### config.mk
export PLATFORM = sky130hd
export DESIGN_NAME = ahb_master_mux
export DESIGN_NICKNAME = d
export VERILOG_FILES = /design/src/rtl/ahb_pkg.sv /design/src/rtl/ahb_mux_perf.sv /design/src/rtl/ahb_master_mux.sv
export SDC_FILE = /design/constraint.sdc
export NUM_CORES = 1
export LEC_CHECK = 0
export ABC_AREA = 1
export CORE_ASPECT_RATIO = 0.7
export CORE_MARGIN = 4
export CORE_UTILIZATION = 23
export DETAILED_ROUTE_END_ITERATION = 12
export GPL_ROUTABILITY_DRIVEN = 0
export PLACE_DENSITY = 0.83
export SYNTH_ARGS = -nofsm -noshare
export SYNTH_HDL_FRONTEND = slang
export SYNTH_SLANG_ARGS = --single-unit
### constraint.sdc
create_clock -name clk -period 1.65 [get_ports clk]
set_input_delay 0.33 -clock clk [delete_from_list [all_inputs] [get_ports clk]]
set_output_delay 0.33 -clock clk [all_outputs]
set_load 0.005 [all_outputs]
### src/rtl/ahb_pkg.sv
// Shared AHB encodings for the master mux: transfer types, owner codes, size/burst constants.
// Latency: none (types and constants only).
// Backpressure: none.
package ahb_pkg;

    typedef enum logic [1:0] {
        IDLE   = 2'b00,
        BUSY   = 2'b01,
        NONSEQ = 2'b10,
        SEQ    = 2'b11
    } htrans_t;

    typedef enum logic [1:0] {
        OWN_NONE = 2'b00,
        OWN_M0   = 2'b01,
        OWN_M1   = 2'b10
    } ahb_owner_t;

    localparam logic [2:0] HSIZE_BYTE    = 3'b000;
    localparam logic [2:0] HSIZE_HALF    = 3'b001;
    localparam logic [2:0] HSIZE_WORD    = 3'b010;

    localparam logic [2:0] HBURST_SINGLE = 3'b000;
    localparam logic [2:0] HBURST_INCR   = 3'b001;
    localparam logic [2:0] HBURST_INCR4  = 3'b011;

endpackage

### src/rtl/ahb_mux_perf.sv
// Saturating handover and data-phase stall counters for the AHB master mux.
// Latency: counts update on the clock edge that observes the event.
// Backpressure: none; observes hready only, never stalls the bus.
module ahb_mux_perf
    import ahb_pkg::*;
(
    input  logic        clk,
    input  logic        rstn,
    input  logic        hready,
    input  ahb_owner_t  cur_own,
    input  ahb_owner_t  nxt_own,
    input  ahb_owner_t  data_own,
    output logic [31:0] perf_handover_cnt,
    output logic [31:0] perf_stall_cnt
);

    logic handover_evt;
    logic stall_evt;

    assign handover_evt = hready && (nxt_own != cur_own) &&
                          (cur_own != OWN_NONE) && (nxt_own != OWN_NONE);
    assign stall_evt    = !hready && (data_own != OWN_NONE);

    // Counters stick at all-ones rather than wrapping
    always_ff @(posedge clk or negedge rstn) begin
        if (!rstn) begin
            perf_handover_cnt <= 32'd0;
            perf_stall_cnt    <= 32'd0;
        end else begin
            if (handover_evt && (perf_handover_cnt != 32'hFFFF_FFFF))
                perf_handover_cnt <= perf_handover_cnt + 32'd1;
            if (stall_evt && (perf_stall_cnt != 32'hFFFF_FFFF))
                perf_stall_cnt <= perf_stall_cnt + 32'd1;
        end
    end

endmodule

### src/rtl/ahb_master_mux.sv
// Two-master AHB bus mux: registered address/data-phase ownership from arbiter grants.
// Latency: grant visible on the bus 1 clk after the first hready edge; wdata one hready beat later.
// Backpressure: hready=0 freezes both ownership phases. Optional AHB_MUX_PERF_EN adds perf counters.
module ahb_master_mux
    import ahb_pkg::*;
#(
    parameter int ADDR_W = 32,
    parameter int DATA_W = 32
) (
    input  logic              clk,
    input  logic              rstn,
    input  logic              hgrant_0,
    input  logic              hgrant_1,
    input  logic [1:0]        m0_htrans,
    input  logic [ADDR_W-1:0] m0_haddr,
    input  logic              m0_hwrite,
    input  logic [2:0]        m0_hsize,
    input  logic [2:0]        m0_hburst,
    input  logic [DATA_W-1:0] m0_hwdata,
    input  logic [1:0]        m1_htrans,
    input  logic [ADDR_W-1:0] m1_haddr,
    input  logic              m1_hwrite,
    input  logic [2:0]        m1_hsize,
    input  logic [2:0]        m1_hburst,
    input  logic [DATA_W-1:0] m1_hwdata,
    output logic              m0_own,
    output logic              m1_own,
    input  logic              hready,
    output logic [1:0]        htrans,
    output logic [ADDR_W-1:0] haddr,
    output logic              hwrite,
    output logic [2:0]        hsize,
    output logic [2:0]        hburst,
    output logic [DATA_W-1:0] hwdata,
    output logic              hmaster,
    output logic              hmaster_vld
`ifdef AHB_MUX_PERF_EN
    ,
    output logic [31:0]       perf_handover_cnt,
    output logic [31:0]       perf_stall_cnt
`endif
);

    ahb_owner_t addr_own;
    ahb_owner_t data_own;
    ahb_owner_t addr_own_nxt;

    // Next address-phase owner: M0 has priority; only sampled when the bus advances
    always_comb begin
        addr_own_nxt = addr_own;
        if (hready) begin
            if (hgrant_0)
                addr_own_nxt = OWN_M0;
            else if (hgrant_1)
                addr_own_nxt = OWN_M1;
            else
                addr_own_nxt = OWN_NONE;
        end
    end

    // Ownership pipeline: the data phase inherits the address-phase owner each beat
    always_ff @(posedge clk or negedge rstn) begin
        if (!rstn) begin
            addr_own <= OWN_NONE;
            data_own <= OWN_NONE;
        end else if (hready) begin
            data_own <= addr_own;
            addr_own <= addr_own_nxt;
        end
    end

    // Address/control mux; an unowned bus drives an IDLE transfer with zeroed fields
    always_comb begin
        htrans = IDLE;
        haddr  = '0;
        hwrite = 1'b0;
        hsize  = HSIZE_BYTE;
        hburst = HBURST_SINGLE;
        case (addr_own)
            OWN_M0: begin
                htrans = m0_htrans;
                haddr  = m0_haddr;
                hwrite = m0_hwrite;
                hsize  = m0_hsize;
                hburst = m0_hburst;
            end
            OWN_M1: begin
                htrans = m1_htrans;
                haddr  = m1_haddr;
                hwrite = m1_hwrite;
                hsize  = m1_hsize;
                hburst = m1_hburst;
            end
            default: ;
        endcase
    end

    // Write data follows the data-phase owner, so it lags the address mux by one beat
    always_comb begin
        hwdata = '0;
        case (data_own)
            OWN_M0:  hwdata = m0_hwdata;
            OWN_M1:  hwdata = m1_hwdata;
            default: ;
        endcase
    end

    assign m0_own      = (addr_own == OWN_M0);
    assign m1_own      = (addr_own == OWN_M1);
    assign hmaster     = (addr_own == OWN_M1);
    assign hmaster_vld = (addr_own != OWN_NONE);

`ifdef AHB_MUX_PERF_EN
    ahb_mux_perf u_perf (
        .clk               (clk),
        .rstn              (rstn),
        .hready            (hready),
        .cur_own           (addr_own),
        .nxt_own           (addr_own_nxt),
        .data_own          (data_own),
        .perf_handover_cnt (perf_handover_cnt),
        .perf_stall_cnt    (perf_stall_cnt)
    );
`endif

endmodule

After elaboration in Yosys (flattened, before gate mapping). Cells that the tools add are included.

Flip-flop bits (word level): 4. Logic and storage cells: 15. Input port bits: 151. Output and inout bits: 77.

Mux-type cells: 8. Reductions and logical operators: 1. Eq/ne operators: 4.

Operator list (count): one-hot mux 32 bit (2 select lines) (2); one-hot mux 3 bit (2 select lines) (2); == test 2 x 1 -> 1 bit, second input constant (2); == test 2 bit, second input constant (2); 2-to-1 mux 2 bit (2); one-hot mux 2 bit (2 select lines) (1); one-hot mux 1 bit (2 select lines) (1); nonzero test 2 bit (1).

Depth between registers and ports, before layout. Gate-level depths: netlist (run 1).

Word-level depth: 2. Depth in mapped cells: 6. Mapped depth without buffers: 4.

Least setup slack after synthesis (run 1). Ideal clock, no wire load.

Path type: register -> output. From: register addr_own[1]. To: output haddr[0]. Required time: 1.320 ns. Data arrival time: 1.115 ns. Setup slack: 0.205 ns. Stages on the path, launching flop included: 7. Path buffers: 2. Cells stage by stage: dfrtp_1 inv_1 ha_1 buf_4 buf_6 nand2_1 a21oi_1.

Cells in the longest elaborated chain, start to end: 2. Elaborated cells between the ends (all ways): 3. Those cells by class: eq/ne (2); mux (1).

Ends and longest elaborated chain: start, declared (RTL line ahb_master_mux.sv:44) `ahb_owner_t addr_own;`; start signal, assigned (RTL line ahb_master_mux.sv:68) `addr_own <= addr_own_nxt;`; == test 2 x 1 -> 1 bit; via m0_own (RTL line ahb_master_mux.sv:26) `output logic m0_own,`; one-hot mux 32 bit (2 select lines) (RTL line ahb_master_mux.sv:79) `case (addr_own)`; end, declared (RTL line ahb_master_mux.sv:30) `output logic [ADDR_W-1:0] haddr,`.

The timed path passes the listed nets, and every way through them passes these cells.

Final worst setup path (run 1).
From: register data_own[0]. To: output hwdata[22].

Cells in the longest elaborated chain, start to end: 2. Elaborated cells between the ends (all ways): 3. Those cells by class: eq/ne (2); mux (1).

Ends and longest elaborated chain: start, declared (RTL line ahb_master_mux.sv:45) `ahb_owner_t data_own;`; start signal, assigned (RTL line ahb_master_mux.sv:67) `data_own <= addr_own;`; == test 2 bit / == test 2 x 1 -> 1 bit (equally long branches) (RTL line ahb_master_mux.sv:101) `case (data_own)`; one-hot mux 32 bit (2 select lines) (*) (RTL line ahb_master_mux.sv:101); end, declared (RTL line ahb_master_mux.sv:34) `output logic [DATA_W-1:0] hwdata,`.

Mark *: on every way between the ends. The rest lies on a longest branch, timed or not.

==> impl_metrics.yaml, run 1 <==
grt:
  grt_antenna_before_repair: 0
  grt_overflow: 0
  grt_pass1_vias: 2778
  grt_pass1_wl_mm: 14.7
  grt_use_total_pct: 24.8
  grt_max_degree: 22
timing:
  fmax_mhz: 534
  rsz0062_at_grt: "true"
  slew_violations: 0
  setup_ws_ps: -223
  fin_crit_ps: 1870
  max-slew-margin-rel_pct: 80.6
  finalSetupTns_ps: -11960
  fin_skew_ps: 0.178
  finalCritPeriodShare_pct: 114
  hold_viol: 0
  setup_viol: 75
  worstMarginPinSlew_ps: 290
route:
  first_pass_iters: 4
  routedWlPerCell_um: 20.5
  drc: 0
  dr_total_vias: 2940
  wl_mm: 12.3
  routed_via_density: 4.91
  drt-initial-drc-count: 98
  ant_nets: 0
cts:
  cts_max_level: 1
  cts-hold-fix-buffers: 0
  clock_latency_ps: 220
  cts_tree: "yes"
  cts_root_buf: "clkbuf_8"
  clkTransAtPathRegs_ps: 30
  cts_buffers: 3
  clock-sinks: 4
  cts.path.max_buffers: 2
power_and_ir_drop:
  p_sw_w: 0.000934
  comb_power_share_pct: 85.6
  vdd_drop_max_mv: 0.562
  sw_frac_of_total_pct: 41.6
  p_clk_share_pct: 9.1
  powerDensity_nw_per_um2: 468
  power.internal_w: 0.00131
  p_leak_nw: 2.19
  seqPwrFrac_pct: 5.3
run:
  cap_violations: 0
synthesis:
  synth_nets: 425
  avgSynthCellArea_um2: 5.34
  yosysUniqueCellTypes: 11
  syn_inst: 268
  synth_area_um2: 1430
  seq_area_frac_synth_pct: 6.99
  synth_warnings: 0
  synth-seq-cells: 4
  synth_top_area_cell: "nand2_1"
  synthTopCellsByArea: "nand2_1 (40%), a21oi_2 (18%), a21oi_1 (15%)"
  post-synth-top-area-fraction_pct: 39.6
final_layout:
  design_area_um2: 4800
  drive_gt1_share_pct: 54.2
  syn_to_final_growth_pct: 235
  fin_nets: 683
  regArea_um2: 100
  final_cell_mix: "clkdlybuf4s50_1 (150), buf_2 (72), nand2_1 (64)"
  fillers: 366
  antennaDiodeCount: 0
  multi_input_area_um2: 1800
  final_common_cell: "clkdlybuf4s50_1"
worst_setup_path:
  worstSetupPathType: "reg2out"
  arrival_ps: 1540
  critPathCaptureType: "output pin"
  worstPathMaxFanout: 8
  rrSetupSlack_ps: 580
  start_kind: "flop"
  cp.required_ps: 1320
floorplanning:
  core-area_um2: 5870
  die_area_um2: 7570
  die_w_um: 102
  row_count: 23
  fp.dieH_um: 74
  start_util_pct: 24.4
  num_io_pins: 228
run_status:
  violations: "setup timing"
  status: "complete, but fails checks"
place:
  place_ws_ps: -408
  port_buffers: 227
  place_area_um2: 3820
  place_hpwl_mm: 7.12
min_path:
  hold_class: "in2async"
[power by group through the flow]
| stage | Sequential (W) | Clock, W | Combinational, W |
|---|---|---|---|
| after global routing | 0.000119 | 0.000222 | 0.00200 |
| after floorplan | 0.000115 | 0 | 0.000480 |
| after detailed placement | 0.000115 | 0 | 0.00128 |
| final | 0.000118 | 0.000205 | 0.00192 |
| after global placement | 0.000114 | 0 | 0.00127 |
| after CTS | 0.000117 | 0.000206 | 0.00159 |
[kinds of logic (layout without fill, tap and decap cells)]
| logic type | after synthesis | in the layout | synth area share, % |
|---|---|---|---|
| AND/OR/NAND/NOR | 152 | 152 | 40.1 |
| flip-flops | 4 | 4 | 6.99 |
| AO/OA/AOI/OAI | 76 | 76 | 34.2 |
| buffers and inverters | 30 | 286 | 13.5 |
| adder cells (fa/ha/maj) | 6 | 6 | 5.24 |
[metrics by stage]
stage	utilization, %	std cells	power, W	hold WS, ps
6_report	81.7	599	0.00225	319
5_1_grt	81.7	599	0.00234	326
4_1_cts	71.5	583	0.00191	323
3_5_place_dp	65.0	562	0.00140	508
3_3_place_gp	65.0	562	0.00138	491
2_1_floorplan	-	268	0.000595	34.4
[worst max-delay path, stage by stage (launching register included)]
cell and delay, ps:
dfrtp_1 390, buf_6 120, ha_4 200, clkbuf_16 190, nand2_1 80, a21oi_2 190, buf_2 160
[path summary, 6_finish.rpt]
check                                        startpoint                      end  cells after the start
worst max-delay path            data_own[0]$_DFFE_PN0P_               hwdata[22]                      6
worst min-delay path                               rstn  addr_own[1]$_DFFE_PN0P_                      1
worst max register to register  addr_own[0]$_DFFE_PN0P_  addr_own[0]$_DFFE_PN0P_                      5
worst min register to register  addr_own[0]$_DFFE_PN0P_  data_own[0]$_DFFE_PN0P_                      2
max in group asynchronous                          rstn  data_own[1]$_DFFE_PN0P_                      1
min in group clk                addr_own[0]$_DFFE_PN0P_  data_own[0]$_DFFE_PN0P_                      2
[cells in the mapped netlist]
cell      count
nand2_1     151
a21oi_1      44
a21oi_2      29
buf_2        13
buf_6         7
inv_1         7
ha_1          6
dfrtp_1       4
buf_4         3
o21ai_0       3
nand3b_1      1
[layout make-up]
class                           instances  area share (%)
Timing Repair Buffer                  276            56.9
Multi-Input combinational cell        234            37.5
Sequential cell                         4            2.09
Tap cell                               75            1.96
Clock buffer                            3           0.861
Inverter                                7           0.704
[what timing repair did]
action / in CTS / in global routing
buffers inserted: 8 / 10
setup endpoints to repair: 77 / 76
gates resized for setup: 335 / 171
cloned: 10 / 8
pin swaps: 11 / 39
[sequential cells by signal, indices dropped and copies added, names as in the netlist]
signal,cells
data_own,2
addr_own,2
[metal layers]
layer / vias up / global-route usage [%] / wire length, um
met5: - / 0 / 0
li1: 1381 / - / -
met2: 113 / 45.9 / 6760
met1: 1438 / 32.3 / 4880
met4: 0 / 2.77 / 65
met3: 8 / 2.81 / 586
(Power assumes the default switching activity.)
==> run 2, diff against run 1 <==
CORE_AREA = 4 4 86 88   (was unset)
CORE_ASPECT_RATIO = unset   (was 0.7)
CORE_MARGIN = unset   (was 4)
CORE_UTILIZATION = unset   (was 23)
CTS_CLUSTER_DIAMETER = 50   (was unset)
DIE_AREA = 0 0 90 92   (was unset)
PLACE_DENSITY = 0.79   (was 0.83)
clock period = 2.19 ns   (was 1.65 ns; I/O delays follow)
==> run 2 against run 1 <==
  * The flow now finishes without violations
  * Cell area fell by 18%
  * Die area rose by 9.4%
  * Global-route usage fell by 4.8 points
  * Largest cell class unchanged
==> impl_metrics.yaml, run 2 (synthesis gave the netlist of run 1 again) <==
min_path:
  hold_class: "in2async"
final_layout:
  final_common_cell: "clkdlybuf4s50_1"
  drive_gt1_share_pct: 12.2
  syn_to_final_growth_pct: 176
  fin_nets: 651
  design_area_um2: 3960
  final_cell_mix: "clkdlybuf4s50_1 (154), nand2_1 (151), dlygate4sd2_1 (73)"
  fillers: 622
  regArea_um2: 100
  multi_input_area_um2: 1200
  antennaDiodeCount: 0
  top_regs: "addr_own x2, data_own x2"
route:
  drc: 0
  routedWlPerCell_um: 15.7
  wl_mm: 9.00
  dr_total_vias: 2611
  first_pass_iters: 6
  drt-initial-drc-count: 72
  ant_nets: 0
  routed_via_density: 4.56
timing:
  fmax_mhz: 488
  setup_viol: 0
  fin_crit_ps: 2050
  max-slew-margin-rel_pct: 85.3
  rsz0062_at_grt: "false"
  worstMarginPinSlew_ps: 220
  setup_ws_ps: 140
  finalCritPeriodShare_pct: 93.6
  hold_viol: 0
  fin_skew_ps: 0.383
  fin_hold_ws_ps: 426
  finalSetupTns_ps: 0
  slew_violations: 0
cts:
  clock-sinks: 4
  cts_tree: "yes"
  cts.path.max_buffers: 2
  cts_buffers: 3
  cts_max_level: 1
  clkTransAtPathRegs_ps: 30
  cts-hold-fix-buffers: 0
  clock_latency_ps: 220
  cts_root_buf: "clkbuf_8"
grt:
  grt_use_met3_pct: 2.95
  grt_use_met2_pct: 37.8
  grt_overflow: 0
  grt_pass1_vias: 2517
  grt_use_total_pct: 20.0
  grt_max_degree: 42
  busiest_layer: "met2"
  grt_pass1_wl_mm: 13.5
  grt_antenna_before_repair: 0
  met1_usage_pct: 23.1
floorplanning:
  fp.dieH_um: 92
  core-area_um2: 6640
  row_count: 30
  start_util_pct: 21.5
  die_area_um2: 8280
  num_io_pins: 228
  die_w_um: 90
place:
  place_area_um2: 3770
  port_buffers: 227
  place_ws_ps: 37.1
  place_hpwl_mm: 6.67
worst_setup_path:
  cp.required_ps: 1750
  start_kind: "flop"
  arrival_ps: 1610
  worstSetupPathType: "reg2out"
  worstPathMaxFanout: 41
  critPathCaptureType: "output pin"
power_and_ir_drop:
  powerDensity_nw_per_um2: 313
  finalPower_w: 0.00124
  p_leak_nw: 1.73
  vdd_drop_max_mv: 0.303
run_status:
  status: "complete, no violations"
run:
  cap_violations: 0
run 2: cell types whose count changed in the layout (fill, tap and decap cells not counted), moves of 5 or more:
| cell | delta |
|---|---|
| buf_12 | -5 |
| buf_6 | -10 |
| nand2_1 | +87 |
| buf_4 | -6 |
| buf_2 | -72 |
| nand2_4 | -47 |
| clkbuf_16 | -7 |
| dlygate4sd2_1 | +70 |
| a21oi_1 | +29 |
| nand2_2 | -40 |
| a21oi_2 | -26 |
run 2: power by group:
part           internal, W  switching [W]
registers        0.0000814     0.00000641
clock network     0.000117      0.0000387
logic             0.000580       0.000415
run 2: what timing repair did:
action,CTS,global route
setup endpoints to repair,73,0
resized for setup,91,0
buffers inserted,4,0
run 2: worst max-delay path, cell delays in order, from the launching register on:
cell	delay [ps]
dfrtp_1	380
inv_2	70
ha_1	280
inv_1	100
buf_12	210
a21oi_1	60
dlygate4sd2_1	280
run 2: through the flow:
step	util (%)	cells
floorplan	-	268
global placement	56.8	560
detailed placement	56.8	560
CTS	59.5	572
global route	59.5	572
finish	59.5	572
run 2: per-layer routing:
metal  up-vias  wire [um]
met5         -          0
met3        18        446
met2       104       4780
li1       1306          -
met1      1183       3560
met4         0        214
run 2: cell type report:
type	count	area share (%)
timing repair buffer	244	62.9
multi-input combinational	234	30.3
sequential	4	2.53
tap	80	2.53
clock buffer	3	1.04
inverter	7	0.664
run 2: final timing paths:
| check | from | end | slack, ps | cells after the start |
|---|---|---|---|---|
| worst max-delay path | addr_own[1]$_DFFE_PN0P_ | haddr[14] | 140 | 6 |
| worst min-delay path | rstn | addr_own[1]$_DFFE_PN0P_ | 430 | 1 |
| worst max register to register | data_own[1]$_DFFE_PN0P_ | data_own[1]$_DFFE_PN0P_ | 1300 | 3 |
| worst min register to register | data_own[0]$_DFFE_PN0P_ | data_own[0]$_DFFE_PN0P_ | 580 | 2 |
| max in group asynchronous | rstn | data_own[1]$_DFFE_PN0P_ | 1600 | 1 |
| min in group clk | data_own[0]$_DFFE_PN0P_ | data_own[0]$_DFFE_PN0P_ | 580 | 2 |
